File: src/rtl/cnn_split_2out_new.sv
// cnn_split_2out_new: splits a channel-concatenated pixel stream into two branch streams.
// Each frame carries SIZE_NO1 branch-1 words followed by SIZE_NO2 branch-2 words.
// One registered stage, no backpressure; frame_done marks the last branch-2 word.
module cnn_split_2out_new #(
  parameter int unsigned DATA_WIDTH = 32,
  parameter int unsigned SIZE_NO1   = 612 * 612,
  parameter int unsigned SIZE_NO2   = 612 * 612
) (
  input  logic                  clk,
  input  logic                  reset,
  input  logic                  valid_in,
  input  logic [DATA_WIDTH-1:0] in,
  output logic [DATA_WIDTH-1:0] out_no1,
  output logic                  valid_out_no1,
  output logic [DATA_WIDTH-1:0] out_no2,
  output logic                  valid_out_no2,
  output logic                  frame_done
);

  localparam int unsigned MAX_SIZE  = (SIZE_NO1 > SIZE_NO2) ? SIZE_NO1 : SIZE_NO2;
  localparam int unsigned CNT_WIDTH = (MAX_SIZE > 1) ? $clog2(MAX_SIZE) : 1;
  localparam logic [CNT_WIDTH-1:0] LAST_NO1 = CNT_WIDTH'(SIZE_NO1 - 1);
  localparam logic [CNT_WIDTH-1:0] LAST_NO2 = CNT_WIDTH'(SIZE_NO2 - 1);

  typedef enum logic {
    S_NO1 = 1'b0,
    S_NO2 = 1'b1
  } state_t;

  state_t                r_state;
  logic [CNT_WIDTH-1:0]  r_cnt;
  logic [DATA_WIDTH-1:0] r_out_no1;
  logic [DATA_WIDTH-1:0] r_out_no2;
  logic                  r_valid_no1;
  logic                  r_valid_no2;
  logic                  r_frame_done;

  // Route each valid word to the branch selected by the state; counter tracks position within branch.
  always_ff @(posedge clk) begin
    if (reset) begin
      r_state      <= S_NO1;
      r_cnt        <= '0;
      r_out_no1    <= '0;
      r_out_no2    <= '0;
      r_valid_no1  <= 1'b0;
      r_valid_no2  <= 1'b0;
      r_frame_done <= 1'b0;
    end else begin
      r_valid_no1  <= 1'b0;
      r_valid_no2  <= 1'b0;
      r_frame_done <= 1'b0;
      if (valid_in) begin
        case (r_state)
          S_NO1: begin
            r_out_no1   <= in;
            r_valid_no1 <= 1'b1;
            if (r_cnt == LAST_NO1) begin
              r_cnt   <= '0;
              r_state <= S_NO2;
            end else begin
              r_cnt <= r_cnt + CNT_WIDTH'(1);
            end
          end
          S_NO2: begin
            r_out_no2   <= in;
            r_valid_no2 <= 1'b1;
            if (r_cnt == LAST_NO2) begin
              r_cnt        <= '0;
              r_state      <= S_NO1;
              r_frame_done <= 1'b1;
            end else begin
              r_cnt <= r_cnt + CNT_WIDTH'(1);
            end
          end
          default: begin
            r_cnt   <= '0;
            r_state <= S_NO1;
          end
        endcase
      end
    end
  end

  assign out_no1       = r_out_no1;
  assign out_no2       = r_out_no2;
  assign valid_out_no1 = r_valid_no1;
  assign valid_out_no2 = r_valid_no2;
  assign frame_done    = r_frame_done;

endmodule

File: config.mk
export PLATFORM = sky130hd
export DESIGN_NAME = cnn_split_2out_new
export DESIGN_NICKNAME = d
export VERILOG_FILES = /design/src/rtl/cnn_split_2out_new.sv
export SDC_FILE = /design/constraint.sdc
export NUM_CORES = 1
export LEC_CHECK = 0
export ABC_AREA = 1
export BUFFER_PORTS_ARGS = -buffer_cell sky130_fd_sc_hd__buf_2
export CAP_MARGIN = 40
export CORE_MARGIN = 10
export CORE_UTILIZATION = 50
export DETAILED_ROUTE_END_ITERATION = 10
export GPL_ROUTABILITY_DRIVEN = 0
export GPL_TIMING_DRIVEN = 0
export HOLD_SLACK_MARGIN = 0.03
export PLACE_DENSITY = 0.82
export SYNTH_ARGS = -nofsm -noshare
export SYNTH_HDL_FRONTEND = slang
export SYNTH_SLANG_ARGS = --single-unit
File: constraint.sdc
create_clock -name clk -period 2.1 [get_ports clk]
set_input_delay 0.21 -clock clk [delete_from_list [all_inputs] [get_ports clk]]
set_output_delay 0.21 -clock clk [all_outputs]
set_load 0.01 [all_outputs]
==> flow_summary.ini, run 1 <==
[timing]
setup_violations = 0
fin_crit_sh_pct = 73.78
final.setup.tns_ns = 0
maxSlewHeadroom_pct = 71.01
max_freq_mhz = 645.4
period_needed_ns = 1.549
skew_ns = 0.005813
worst_pin_slew_ns = 0.4348
final-hold-violation-count = 0
hold_ws_ns = 0.08515
rsz0062_at_grt = no
slew_violations = 0

[routing]
avgRoutedWirePerCell_um = 14.34
via_count = 3355
routed_wl_um = 9692
drt_pass1_iterations = 5
via_per_inst = 4.963
drtIter0Drc = 282
drc_errors = 0
drtAntennaViolNets = 0

[worst_hold_path]
hold_path.class = in2reg
hold_depth = 3

[cells_and_area]
stdcell_count = 676
drive_gt1_share_pct = 26.72
final_nets = 611
antenna_cells = 0
final_util_pct = 64.09
area_delta_synth_final_pct = 25.09

[flow_run]
drv_cap = 0

[floorplan]
initial_utilization_pct = 51.23
core-area_mm2 = 0.006794
row_count = 30
die-width_um = 103.4
die-area_mm2 = 0.01070
pin_count = 102
die_y_um = 103.4

[outcome]
status = finished, final reports clean

[synth]
ys.flop_type = dfxtp_1
synthTopCellsByCount = nor2_1 (162), dfxtp_1 (87), o21ai_0 (59)
synth_top_family_by_area = simple AND/OR/NAND/NOR gates
synthAdderAreaFrac_pct = 0.3595
synth_cells = 464
seq_area_frac_synth_pct = 50.04
synth_xor_area_share_pct = 1.510
netlist_area_mm2 = 0.003481
synth_top_area_share_pct = 50.04
synth_edf_count = 0
synthMuxAreaShare_pct = 0.2876
yosysWarnings = 0
synthTopCellsByArea = dfxtp_1 (50%), nor2_1 (17%), o21ai_0 (8.5%), nand2_1 (4.6%), nand3_1 (2.7%)
synth-simple-area-share_pct = 31.06
async_flop_share_pct = 0
avgSynthCellArea_um2 = 7.502
yosysMostFrequentCell = nor2_1
synth_cell_types = 30
synth-seq-cells = 87
synth_fp_nets = 500
yosys.area.top_type = dfxtp_1
synth_compound_area_share_pct = 10.17

[global_route]
grt_antenna_before_repair = 0
grt_pass1_vias = 3325
gr-usage-all-layers_pct = 18.56
grt_max_degree = 16
grt_pass1_wl_um = 15590
grt-ovfl-total = 0

[critical_path]
worstRegToRegCells = 7
crit_chain = ha_1, nand3_1, nor2_1, nand4_2, nand2_2, buf_6, nor2_1
endpoint_kind = flip-flop
start_kind = flip-flop
path_buf_inv = 1
worstPathArrival_ns = 1.80
critPathKind = reg2reg
crit_top_cell = nor2_1
crit_fanout = 10
cp_top_family = simple AND/OR/NAND/NOR gates
r2r_slack_ns = 0.55
required_ns = 2.35
cp.depth = 7
crit_path_top_delay_cell = dfxtp_1
slowest_delay_ns = 0.38

[clock_network]
numCtsBuffers = 9
clk_pin_slew_ns = 0.09
cts_post_setup_buffers_inserted = 0
cts_hold_buf = 0
clock_path_buffers = 2
cts-root-buf = clkbuf_8
ctsResizeCount = 0
htreeDepth = 3
clk-insertion-delay-late_ns = 0.36
cts_sinks = 87
cts_tree = done

[pwr]
leakage_uw = 0.002058
vdd_drop_max_mv = 0.6367
powerDensity_mw_per_mm2 = 784.7

[placement]
place_inst = 660
hpwl_um = 7153
portBuffers = 100
cell usage in the layout, fill, tap and decap left out, drive strengths merged:
cell type,synthesis,routed
xor2,3,3
nor3,5,5
a21oi,4,4
bufinv,0,3
dfxtp,87,87
nand4,3,3
buf,16,116
a31o,1,1
inv,26,27
clkinvlp,0,1
ha,1,1
nand2,50,50
xnor2,3,3
mux2i,1,1
nor2,172,172
nor4,1,1
nand3,20,20
clkinv,0,1
o21ai,65,65
clkbuf,6,16
worst min-delay path, stage by stage:
cell and delay [ns]:
buf_2 0.08, nor2_1 0.04, nor2_1 0.08
power breakdown:
part / switching, uW / total, uW / leakage (uW) / internal (uW)
Clock: 609 / 1440 / 0.000123 / 829
Combinational: 157 / 258 / 0.00123 / 101
Sequential: 24.6 / 1720 / 0.000710 / 1700
Total: 790 / 3420 / 0.00206 / 2630
flip-flops by register name, indices dropped and copies added (netlist names):
register,flops
out_no2,32
r_cnt,19
frame_done,1
valid_out_no1,1
out_no1,32
r_state,1
valid_out_no2,1
through the flow:
step | total power, uW | area [um2] | setup slack, ns
2_1_floorplan | 1893 | 3481 | 0.7936
3_3_place_gp | 2008 | 4101 | 0.6414
3_5_place_dp | 2016 | 4101 | 0.5814
4_1_cts | 3446 | 4354 | 0.5617
5_1_grt | 3545 | 4354 | 0.4215
6_report | 3417 | 4354 | 0.5507
kinds of logic after synthesis:
logic type,Yosys count
buf+inv,48
flops,87
mux,1
fa+ha+maj,1
xor+xnor,6
compound gates,70
simple gates,251
path summary, 6_finish.rpt:
kind	from	endpoint
max	r_cnt[0]	r_cnt[8]
min	in[10]	out_no1[10]
max reg2reg	r_cnt[0]	r_cnt[8]
min reg2reg	out_no2[25]	out_no2[25]
metal layers:
metal / track usage, % / vias to the layer above / part of all wire, %
met4: 6.524 / 0 / 1.6
li1: - / 1686 / -
met2: 31.24 / 118 / 49
met5: 0 / - / 0
met1: 20.79 / 1533 / 40
met3: 7.442 / 18 / 8.8
cell type report:
type / count / area (um2)
Tap cell: 96 / 120.1
Clock buffer: 10 / 137.6
Clock inverter: 6 / 115.1
Buffer: 22 / 128.9
Sequential cell: 87 / 1742
Inverter: 26 / 100.1
Timing Repair Buffer: 100 / 500.5
Fill cell: 601 / 2440
Multi-Input combinational cell: 329 / 1510
Power figures use the tool's default switching activity.
==> inputs of run 2 (changes only) <==
==> constraint.sdc (replaced) <==
create_clock -name clk -period 1.61 [get_ports clk]
set_input_delay 0.161 -clock clk [delete_from_list [all_inputs] [get_ports clk]]
set_output_delay 0.161 -clock clk [all_outputs]
set_load 0.01 [all_outputs]
==> run 2 against run 1 <==
  * Register-to-register slack got worse by 0.39 ns
  * Sequential power increased by 31%
  * Non-clock buffer count rose by 9
  * Worst setup slack lost 0.39 ns
  * Clock skew is 0.0037 ns higher
  * Via count rose by 2.1%
  * Sequential share of layout area is 0.81 points lower
  * Critical path depth is the same
  * Clock power up 32%
  * Critical path type unchanged
  * Critical endpoint unchanged
==> flow_summary.ini, run 2 (synthesized netlist as in run 1, its figures left out) <==
[global_route]
grt_antenna_before_repair = 0
gr-usage-all-layers_pct = 19.17
grt_pass1_wl_um = 16060
grt_max_degree = 16
grt_pass1_vias = 3416
grt-ovfl-total = 0

[floorplan]
die-area_mm2 = 0.01070
initial_utilization_pct = 51.23
die_y_um = 103.4
core-area_mm2 = 0.006794
pin_count = 102
row_count = 30
die-width_um = 103.4

[worst_hold_path]
hold_path.class = in2reg
hold_depth = 3
hp-start = in[22]

[timing]
final-hold-violation-count = 0
final.setup.tns_ns = 0
period_needed_ns = 1.453
worst_pin_slew_ns = 0.4710
maxSlewHeadroom_pct = 68.60
skew_ns = 0.009519
fin_crit_sh_pct = 90.27
slew_violations = 0
setup_violations = 0
rsz0062_at_grt = no
max_freq_mhz = 688.0

[routing]
drt_pass1_iterations = 5
avgRoutedWirePerCell_um = 14.63
drtIter0Drc = 251
drc_errors = 0
via_count = 3424
drtAntennaViolNets = 0
routed_wl_um = 10020
via_per_inst = 4.999

[critical_path]
endpoint_kind = flip-flop
required_ns = 1.87
worstRegToRegCells = 7
crit_fanout = 10
r2r_start = r_cnt[1]
start_kind = flip-flop
worstPathArrival_ns = 1.71
critPathLaunch = r_cnt[1]
critPathKind = reg2reg

[cells_and_area]
final_cell_mix = nor2_1 (162), buf_2 (107), dfxtp_1 (87)
layout.cells.most_common = nor2_1
antenna_cells = 0
area_delta_synth_final_pct = 27.68
drive_gt1_share_pct = 26.66
final_nets = 620

[pwr]
powerDensity_mw_per_mm2 = 1013
p_int_uw = 3439
p_total_uw = 4502
switching_share_pct = 23.61
pwr-share-comb_pct = 7.9
power.switching_uw = 1063
vdd_drop_max_mv = 0.8257
leakage_uw = 0.002093
p_seq_share_pct = 49.9
clkPwrFrac_pct = 42.2

[clock_network]
cts_tree = done
clock_path_buffers = 2
clk-insertion-delay-late_ns = 0.37
numCtsBuffers = 9
cts_sinks = 87
cts-root-buf = clkbuf_8
clk_pin_slew_ns = 0.09
htreeDepth = 3

[flow_run]
drv_cap = 0

[placement]
portBuffers = 100
hpwl_um = 7153

[outcome]
status = finished, final reports clean
==> run 2: cell types whose count changed in the layout (fill, tap and decap cells not counted), sizes merged <==
| cell | before | now |
|---|---|---|
| buf | 116 | 117 |
| dlygate4sd3 | 0 | 8 |
==> run 2: through the flow <==
stage,instances,hold WS (ns),setup WS (ns),cell area (um2),utilization [%]
2_1_floorplan,464,0.2959,0.3036,3481,-
3_3_place_gp,660,0.3975,0.1514,4101,60.37
3_5_place_dp,660,0.4053,0.09137,4101,60.37
4_1_cts,684,0.03250,0.07171,4434,65.27
5_1_grt,685,0.04161,0.03761,4444,65.41
6_report,685,0.03864,0.1566,4444,65.41
==> run 2: final timing paths <==
check	to	slack, ns
worst min register to register	out_no2[25]	0.48
worst min-delay path	out_no1[22]	0.04
worst max register to register	r_cnt[8]	0.16
worst max-delay path	r_cnt[8]	0.16
==> run 2: per-layer routing <==
metal	up-vias	track usage, %	wire, um
met3	22	7.774	935
met1	1563	20.92	3922
met2	132	32.89	4967
met5	-	0	0
met4	0	6.738	196
li1	1707	-	-
==> run 2: layout make-up <==
type | instances | area [um2]
Sequential cell | 87 | 1742
Multi-Input combinational cell | 329 | 1513
Timing Repair Buffer | 109 | 588.1
Clock inverter | 6 | 115.1
Buffer | 22 | 128.9
Tap cell | 96 | 120.1
Inverter | 26 | 100.1
Fill cell | 582 | 2350
Clock buffer | 10 | 137.6
==> run 2: critical path, cell delays in order (launching register included) <==
cell	delay, ns
dfxtp_1	0.38
ha_2	0.23
nand3_1	0.11
nor2_1	0.16
nand4_2	0.14
nand2_2	0.11
buf_6	0.16
nor2_1	0.05
==> run 2: what timing repair did <==
item                                   CTS  global route
endpoints found under the hold margin    8             0
buffers inserted                         0             1
setup endpoints to repair                0            10
hold buffers                             8             0
resized for setup                        0             1
==> run 2: power by group through the flow <==
stage | sequential (uW) | combinational [uW] | clock, uW
2_1_floorplan | 2320 | 150 | 0
3_3_place_gp | 2290 | 329 | 0
3_5_place_dp | 2290 | 336 | 0
4_1_cts | 2240 | 353 | 1910
5_1_grt | 2250 | 396 | 2000
6_report | 2250 | 355 | 1900
